### src/rtl/param_alu_pipe_if.sv
// ============================================================================
// Module  : param_alu_pipe_if
// Purpose : Operand-issue and result handshake bundle for param_alu_pipe.
// Rev     : 1.0  initial release
// ============================================================================
`default_nettype none

interface param_alu_pipe_if #(
  parameter int WIDTH = 16
) ();
  logic             in_valid;
  logic             in_ready;
  logic [WIDTH-1:0] a;
  logic [WIDTH-1:0] b;
  logic [3:0]       alu_ctrl;
  logic             out_valid;
  logic             out_ready;
  logic [WIDTH-1:0] s;
  logic             overflow;
  logic             zero;

  // master = operand issuer / result consumer; slave = the ALU pipe
  modport master (
    output in_valid, a, b, alu_ctrl, out_ready,
    input  in_ready, out_valid, s, overflow, zero
  );

  modport slave (
    input  in_valid, a, b, alu_ctrl, out_ready,
    output in_ready, out_valid, s, overflow, zero
  );
endinterface

`default_nettype wire

### src/rtl/param_alu_pipe.sv
// ============================================================================
// Module  : param_alu_pipe
// Purpose : Two-stage valid/ready pipelined ALU; define ALU_SAT_EN to make
//           add/sub/inc/dec saturate instead of wrap.
// Rev     : 1.0  initial release
// ============================================================================
`default_nettype none

module param_alu_pipe #(
  parameter  int WIDTH = 16,
  localparam int SHW   = $clog2(WIDTH)
) (
  input  logic              clk,
  input  logic              rst_n,
  param_alu_pipe_if.slave   bus
);

  localparam int MSB = WIDTH - 1;

  localparam logic [3:0] OP_SUB  = 4'b0000;
  localparam logic [3:0] OP_ADD  = 4'b0001;
  localparam logic [3:0] OP_OR   = 4'b0010;
  localparam logic [3:0] OP_AND  = 4'b0011;
  localparam logic [3:0] OP_DEC  = 4'b0100;
  localparam logic [3:0] OP_INC  = 4'b0101;
  localparam logic [3:0] OP_NOT  = 4'b0110;
  localparam logic [3:0] OP_LSL  = 4'b1000;
  localparam logic [3:0] OP_SLTE = 4'b1001;
  localparam logic [3:0] OP_LSR  = 4'b1010;
  localparam logic [3:0] OP_ASL  = 4'b1100;
  localparam logic [3:0] OP_ASR  = 4'b1110;

  localparam logic [WIDTH-1:0] ONE = {{(WIDTH-1){1'b0}}, 1'b1};

`ifdef ALU_SAT_EN
  // Overflow direction always follows the sign of A for add/sub/inc/dec.
  function automatic logic [WIDTH-1:0] saturate(input logic neg);
    return neg ? {1'b1, {(WIDTH-1){1'b0}}} : {1'b0, {(WIDTH-1){1'b1}}};
  endfunction
`endif

  logic             s1_valid_q, s1_valid_d;
  logic [WIDTH-1:0] a_q, a_d;
  logic [WIDTH-1:0] b_q, b_d;
  logic [3:0]       op_q, op_d;
  logic             s2_valid_q, s2_valid_d;
  logic [WIDTH-1:0] s_q, s_d;
  logic             ovf_q, ovf_d;
  logic             zero_q, zero_d;

  logic             s2_advance;
  logic             in_ready;
  logic [WIDTH-1:0] res;
  logic             ovf;
  logic [WIDTH-1:0] opnd;
  logic [WIDTH-1:0] asl_back;
  logic [SHW-1:0]   shamt;

  assign s2_advance = !s2_valid_q || bus.out_ready;
  assign in_ready   = !s1_valid_q || s2_advance;

  // Stage-2 datapath works only from stage-1 registers: no input-to-output path.
  always_comb begin
    res      = '0;
    ovf      = 1'b0;
    shamt    = b_q[SHW-1:0];
    opnd     = (op_q == OP_INC || op_q == OP_DEC) ? ONE : b_q;
    asl_back = '0;
    case (op_q)
      OP_ADD, OP_INC: begin
        res = a_q + opnd;
        ovf = (a_q[MSB] == opnd[MSB]) && (res[MSB] != a_q[MSB]);
`ifdef ALU_SAT_EN
        if (ovf) res = saturate(a_q[MSB]);
`endif
      end
      OP_SUB, OP_DEC: begin
        res = a_q - opnd;
        ovf = (a_q[MSB] != opnd[MSB]) && (res[MSB] != a_q[MSB]);
`ifdef ALU_SAT_EN
        if (ovf) res = saturate(a_q[MSB]);
`endif
      end
      OP_OR:   res = a_q | b_q;
      OP_AND:  res = a_q & b_q;
      OP_NOT:  res = ~a_q;
      OP_LSL:  res = a_q << shamt;
      OP_LSR:  res = a_q >> shamt;
      OP_ASL: begin
        res      = a_q << shamt;
        asl_back = $signed(res) >>> shamt;
        ovf      = (asl_back != a_q);
      end
      OP_ASR:  res = $signed(a_q) >>> shamt;
      OP_SLTE: res = ($signed(a_q) <= $signed(b_q)) ? ONE : '0;
      default: res = '0;
    endcase
  end

  always_comb begin
    s1_valid_d = s1_valid_q;
    a_d        = a_q;
    b_d        = b_q;
    op_d       = op_q;
    s2_valid_d = s2_valid_q;
    s_d        = s_q;
    ovf_d      = ovf_q;
    zero_d     = zero_q;

    if (s2_advance) begin
      s2_valid_d = s1_valid_q;
      if (s1_valid_q) begin
        s_d    = res;
        ovf_d  = ovf;
        zero_d = (res == '0);
      end
    end

    if (in_ready) begin
      s1_valid_d = bus.in_valid;
      if (bus.in_valid) begin
        a_d  = bus.a;
        b_d  = bus.b;
        op_d = bus.alu_ctrl;
      end
    end
  end

  always_ff @(posedge clk or negedge rst_n) begin
    if (!rst_n) begin
      s1_valid_q <= 1'b0;
      a_q        <= '0;
      b_q        <= '0;
      op_q       <= '0;
      s2_valid_q <= 1'b0;
      s_q        <= '0;
      ovf_q      <= 1'b0;
      zero_q     <= 1'b0;
    end else begin
      s1_valid_q <= s1_valid_d;
      a_q        <= a_d;
      b_q        <= b_d;
      op_q       <= op_d;
      s2_valid_q <= s2_valid_d;
      s_q        <= s_d;
      ovf_q      <= ovf_d;
      zero_q     <= zero_d;
    end
  end

  assign bus.in_ready  = in_ready;
  assign bus.out_valid = s2_valid_q;
  assign bus.s         = s_q;
  assign bus.overflow  = ovf_q;
  assign bus.zero      = zero_q;

endmodule

`default_nettype wire

### src/flat_wrapper.sv
// flat-port wrapper written by rule: the top's interface ports become plain ports
module param_alu_pipe_flat 
#(
  parameter  int WIDTH = 16,
  localparam int SHW   = $clog2(WIDTH)
)
  (clk, rst_n, bus_in_valid, bus_a, bus_b, bus_alu_ctrl, bus_out_ready, bus_in_ready, bus_out_valid, bus_s, bus_overflow, bus_zero);
  param_alu_pipe_if #(.WIDTH(WIDTH)) bus_i ();
  input  logic clk;
  input  logic rst_n;
  input wire logic [$bits(bus_i.in_valid)-1:0] bus_in_valid;
  input wire logic [$bits(bus_i.a)-1:0] bus_a;
  input wire logic [$bits(bus_i.b)-1:0] bus_b;
  input wire logic [$bits(bus_i.alu_ctrl)-1:0] bus_alu_ctrl;
  input wire logic [$bits(bus_i.out_ready)-1:0] bus_out_ready;
  output wire logic [$bits(bus_i.in_ready)-1:0] bus_in_ready;
  output wire logic [$bits(bus_i.out_valid)-1:0] bus_out_valid;
  output wire logic [$bits(bus_i.s)-1:0] bus_s;
  output wire logic [$bits(bus_i.overflow)-1:0] bus_overflow;
  output wire logic [$bits(bus_i.zero)-1:0] bus_zero;
  assign bus_i.in_valid = bus_in_valid;
  assign bus_i.a = bus_a;
  assign bus_i.b = bus_b;
  assign bus_i.alu_ctrl = bus_alu_ctrl;
  assign bus_i.out_ready = bus_out_ready;
  assign bus_in_ready = bus_i.in_ready;
  assign bus_out_valid = bus_i.out_valid;
  assign bus_s = bus_i.s;
  assign bus_overflow = bus_i.overflow;
  assign bus_zero = bus_i.zero;
  param_alu_pipe #(.WIDTH(WIDTH)) u_core (.clk(clk), .rst_n(rst_n), .bus(bus_i));
endmodule
### config.mk
export PLATFORM = sky130hd
export DESIGN_NAME = param_alu_pipe_flat
export DESIGN_NICKNAME = d
export VERILOG_FILES = /design/src/rtl/param_alu_pipe_if.sv /design/src/rtl/param_alu_pipe.sv /design/src/flat_wrapper.sv
export SDC_FILE = /design/constraint.sdc
export NUM_CORES = 1
export LEC_CHECK = 0
export CORE_UTILIZATION = 40
export CTS_CLUSTER_DIAMETER = 40
export DETAILED_ROUTE_END_ITERATION = 10
export PLACE_DENSITY = 0.64
export RECOVER_POWER = 50
export SKIP_LAST_GASP = 1
export SLEW_MARGIN = 20
export SYNTH_ARGS = -nofsm -noshare
export SYNTH_HDL_FRONTEND = slang
export SYNTH_SLANG_ARGS = --single-unit
### constraint.sdc
create_clock -name clk -period 4.1 [get_ports clk]
set_input_delay 0.41 -clock clk [delete_from_list [all_inputs] [get_ports clk]]
set_output_delay 0.41 -clock clk [all_outputs]
set_load 0.01 [all_outputs]
* Word level (Yosys, flattened, before mapping) *
Cells that the tools add are included.

operators by class
  add/subtract/negate cells = 2
  order comparisons = 1
  eq/ne operators = 16
  shifts and indexed selects = 4
  muxes and demuxes = 4
  bitwise operators = 3
  reductions and logical operators = 14

operators with widths
  operator              count
  $pmux W16 S9          1
  $sshr A16 B4 Y16      2
  $eq A4 B4 Y1 const B  5
  $add A16 B16 Y16      1
  $and A16 B16 Y16      1
  $le A16 B16 Y1        1
  $logic_not A16 Y1     1
  $mux W16              1
  $ne A16 B16 Y1        1
  $not A16 Y16          1
  $or A16 B16 Y16       1
  $shl A16 B4 Y16       1
  $shr A16 B4 Y16       1
  $sub A16 B16 Y16      1
  $eq A4 B3 Y1 const B  3
  $eq A4 B2 Y1 const B  2
  $reduce_or A2 Y1      3
  $eq A4 B1 Y1 const B  1
  $logic_not A4 Y1      1
  $reduce_and A2 Y1     2
  $logic_or A1 B1 Y1    3
  $ne A1 B1 Y1          3
  $pmux W1 S3           1
  $logic_and A1 B1 Y1   2
  other kinds (3)       4

word-level totals
  flip-flop bits (word level) = 56
  input bits = 40
  output and inout port bits = 20
  word-level logic and storage cells = 52

* Depth between registers and ports, before layout *
  depth after elaboration = 7
  gate-level depth with buffers = 17
  mapped depth without buffers = 14

* Worst setup path before layout *
No wires, ideal clock.

  path kind = register to register
  start = register u_core.op_q[1]
  end = register u_core.zero_q (netlist: u_core.bus.zero)
  library setup time = 0.103 ns
  data arrival time = 4.216 ns
  data required time = 3.997 ns
  path slack = -0.220 ns
  cell stages (with the launch flop) = 17
  buffers on the path = 3
  clock period less this slack = 4.320 ns
  cell sequence = dfrtp_1 clkbuf_1 or3b_2 clkbuf_1 buf_1 nand2_1 ha_1 fa_1 nor2b_1 o311ai_0 a21oi_1 o21ai_0 xor2_1 a221oi_1 nand2_1 or4_1 o41ai_2

between the ends
  longest elaborated chain between the ends = 6
  elaborated cells on any way between the ends = 21
  those cells by class = add/sub (2); eq/ne (11); mux (2); reduce/logical (6)

ends and longest elaborated chain
  what                                                         line                                        source
  start, declared                                              param_alu_pipe.sv:45                        logic [3:0] op_q, op_d;
  start signal, assigned                                       param_alu_pipe.sv:143                       op_q <= op_d;
  $eq A4 B3 Y1                                                 param_alu_pipe.sv:67, param_alu_pipe.sv:69
  $logic_or A1 B1 Y1                                           param_alu_pipe.sv:67                        opnd = (op_q == OP_INC || op_q == OP_DEC) ? ONE : b_q;
  $mux W16                                                     param_alu_pipe.sv:67
  $sub A16 B16 Y16 / $add A16 B16 Y16 (equally long branches)  param_alu_pipe.sv:78, param_alu_pipe.sv:71
  $pmux W16 S9 *                                               param_alu_pipe.sv:69                        case (op_q)
  $logic_not A16 Y1 *                                          param_alu_pipe.sv:115                       zero_d = (res == '0);
  end signal, assigned                                         param_alu_pipe.sv:147                       zero_q <= zero_d;
  end, declared                                                param_alu_pipe.sv:49                        logic zero_q, zero_d;

Mark *: on every way between the ends. The rest lies on a longest branch, timed or not.
A chain may end at the register's enable or synchronous reset.

* Worst setup path in the final report *
Ends and elaborated chain as after synthesis.

==> metrics.log <==
[metrics] Relative slew margins: -47.9%
[metrics] biggest fanout along the worst timing path: 8
[metrics] CTS Root Cell: clkbuf_16
[metrics] final setup slack of the worst path: between 0.3 and 0.4 ns
[metrics] die extent in x: 140 um
[metrics] Worst EP required: between 4 and 5 ns
[metrics] number of pins with negative max-slew slack in the final report: 40
[metrics] Post-Route Utilization: between 40% and 50%
[metrics] leading cell types in the layout, fill and taps excluded: ha_1 (82), nand2_1 (74), buf_4 (73), mux2_2 (68), inv_1 (64)
[metrics] floorplan die height: 140 um
[metrics] power after layout: 4.04 mW
[metrics] commonest non-fill, non-tap cell in the layout: ha_1
[metrics] GPL Wtd Cong: between 0.9 and 1
[metrics] data arrival time at the worst-slack endpoint: 4.01 ns
[metrics] Post-Synthesis Cell Area: 7590 sq um
[metrics] worst hold margin: about 0.3 ns
[metrics] global-route wire length before repair: approximately 45 mm
[metrics] critical-path cell list: or3b_4, nand2_1, ha_1, fa_1, mux2i_1, o22a_1, nand4_1, a211oi_2, nand4_1, nor4_2, nand4_1, or4_1, o41ai_2
[metrics] ys flop type: dfrtp_1
[metrics] average cell area after synthesis: about 8.2 sq um
[metrics] PortBufs: between 50 and 60
[metrics] area of placed instances: between 8000 and 9000 sq um
[metrics] Mapped Nets: between 1k and 1.5k
[metrics] Tightest Pin Transition: between 2 and 2.5 ns
[metrics] htree depth: 2
[metrics] failing checks: capacitance limit, slew limit
[metrics] die area: approximately 20000 sq um
[metrics] synthesized instance count: roughly 930
[metrics] number of maximum-capacitance violations: 1
[metrics] Post-synth EDFFs: 0
[metrics] Fill cells: approximately 1.8k
[metrics] number of nets still failing antenna checks after routing: 0
[metrics] remaining routing DRC violations: 0
[metrics] initial antenna violation count: 0
[metrics] critical path's slowest cell: or3b_4
[metrics] Crit path largest cell delay: between 0.4 and 0.5 ns
[metrics] nets@finish: ~1.1k
[metrics] peak supply drop: 0.217 mV
[metrics] post-synthesis sequential element count: 56
[metrics] number of distinct library cell variants in the gate-level netlist after synthesis: between 70 and 80
[metrics] TritonCTS clock tree: done
[metrics] crit start category: flop
[metrics] final setup violation count: 0
[metrics] number of global-route vias before repair: between 7k and 8k
[metrics] worst skew pair latency: about 0.32 ns
[metrics] Layout Cell Area excl Fill: 8990 sq um
[metrics] setup skew after layout: 0.00442 ns
[metrics] drt wl/cell: ~24 um
[metrics] final standard cell count with taps included and fillers excluded: between 1k and 1.5k
[metrics] class of the worst hold path: in2async
[metrics] status: complete, but fails checks
[metrics] via-per-instance ratio: 6.34
[metrics] Worst R2R Setup Slack: 0.31 ns
[metrics] Global Route Usage Sum: between 30% and 40%
[metrics] overflow left after global routing: 0
[metrics] Worst Setup End Kind: flop
[metrics] multi-input combinational cell area: 5690 sq um
[metrics] core footprint: between 15000 and 20000 sq um
[metrics] vias after detailed routing: 7847
[metrics] clock net sink count: 56
[metrics] DP Cell Count: between 1k and 1.5k
[metrics] Hold-fix buffers, CTS: 0
[metrics] initial standard-cell utilization of the core: 40.7%
[metrics] Fin Setup TNS: 0 ns
[metrics] fraction of the yosys area taken by sequential cells: between 10% and 20%
[metrics] maximum number of pins on one net before global-route repair: 40
[metrics] share of synthesized registers carrying an async set or reset: 100%
[metrics] highest achievable clock rate: around 260 MHz
[metrics] Period minus WS final: approximately 3.8 ns
[metrics] Pre-Repair DR Iteration Count: 7
[metrics] hold violation count in the final report: 0
[metrics] kind of cell adding the most delay to the critical path: simple AND/OR/NAND/NOR gates
[metrics] growth of design area from synthesis to finish: 18.4%
[metrics] drt initial violations: 800
[metrics] diode count: 0
[metrics] fin crit share: between 90% and 100%
[metrics] register area: 1400 sq um
[metrics] Setup WS pre-CTS: ~0.12 ns
[metrics] library cell appearing most often on the critical path: nand4_1
[metrics] detailed-route wire length: ~29 mm
[metrics] P per Cell Area: between 400 and 500 nW/um^2
[metrics] placement row count: 50
[metrics] half-perimeter wire length after placement: approximately 23 mm
[metrics] clock-pin slew on the worst setup and hold paths: about 0.08 ns
[metrics] ratio of cells with drive above 1 in the final layout: 18.5%
[metrics] io pins: 60
[metrics] yosys warns: 0
[metrics] startpoint-to-endpoint class of the critical path: reg2reg
[metrics] static leakage: 3.94 nW
[metrics] RSZ-0062 raised after global routing: no
[metrics] Num CTS Buffers: 5
[metrics] number of buffer and inverter instances along the worst setup path: 0
[metrics] Bufs on Longest Clock Path: 2
[final timing paths]
kind                                          endpoint                         from  cells past startpoint
hold reg to reg            u_core.bus.s[7]$_DFFE_PN0P_  u_core.bus.s[7]$_DFFE_PN0P_                      2
hold / removal              u_core.a_q[14]$_DFFE_PN0P_                        rst_n                      1
min in group clk           u_core.bus.s[7]$_DFFE_PN0P_  u_core.bus.s[7]$_DFFE_PN0P_                      2
setup / recovery           u_core.bus.zero$_DFFE_PN0P_   u_core.op_q[1]$_DFFE_PN0P_                     13
setup reg to reg           u_core.bus.zero$_DFFE_PN0P_   u_core.op_q[1]$_DFFE_PN0P_                     13
max in group asynchronous    u_core.b_q[3]$_DFFE_PN0P_                        rst_n                      2
[synthesized netlist by cell type (16+ instances only)]
master	instances	share of area, %
nand3_1	18	1.2
nor2_1	58	2.9
inv_1	64	3.2
o21ai_0	52	3.4
nor3_1	16	1.1
nand2_1	74	3.7
nand2b_1	17	1.4
a21oi_1	52	3.4
mux2i_1	24	3.2
ha_1	82	14
nor4_1	16	1.3
xnor2_1	17	2.0
clkbuf_1	52	2.6
dfrtp_1	56	18
o22ai_1	17	1.4
mux2_2	68	10
[layer usage]
layer  GRT usage (%)  up-vias  wire (um)
li1                -     3584          -
met1            40.9     3828      12800
met2            47.5      361      13000
met3            3.82       74       2100
met4            13.7        0       1250
met5               0        -          0
[flip-flops by register name (all words and copies together), names as in the netlist]
register and flops:
u_core.op_q 4, u_core.bus.overflow 1, u_core.bus.s 16, u_core.bus.out_valid 1
u_core.b_q 16, u_core.s1_valid_q 1, u_core.a_q 16, u_core.bus.zero 1
[timing repair]
item                       4_1_cts  5_1_grt
buffers inserted                 0        0
setup endpoints to repair        0        1
resized for setup                0        8
[layout make-up]
cell class | count | area share [%]
clock buffers | 5 | 1.39
clock inverters | 3 | 0.237
inverters | 65 | 2.71
multi-input cells | 738 | 63.3
flip-flops and latches | 56 | 15.6
well taps | 234 | 3.26
repair buffers | 137 | 13.5
[power breakdown]
part	total (mW)	switching, mW	internal (mW)
clock	0.463	0.234	0.229
sequential	0.840	0.164	0.676
combinational	2.74	1.56	1.18
[logic make-up after synthesis]
family	share of synthesized area (%)
AO/OA/AOI/OAI	22.6
XOR/XNOR	2.88
adder cells (fa/ha/maj)	14.0
buffers and inverters	7.32
flip-flops	18.5
multiplexers	16.1
AND/OR/NAND/NOR	18.5
Note: power is estimated with default switching activity, not from simulation.
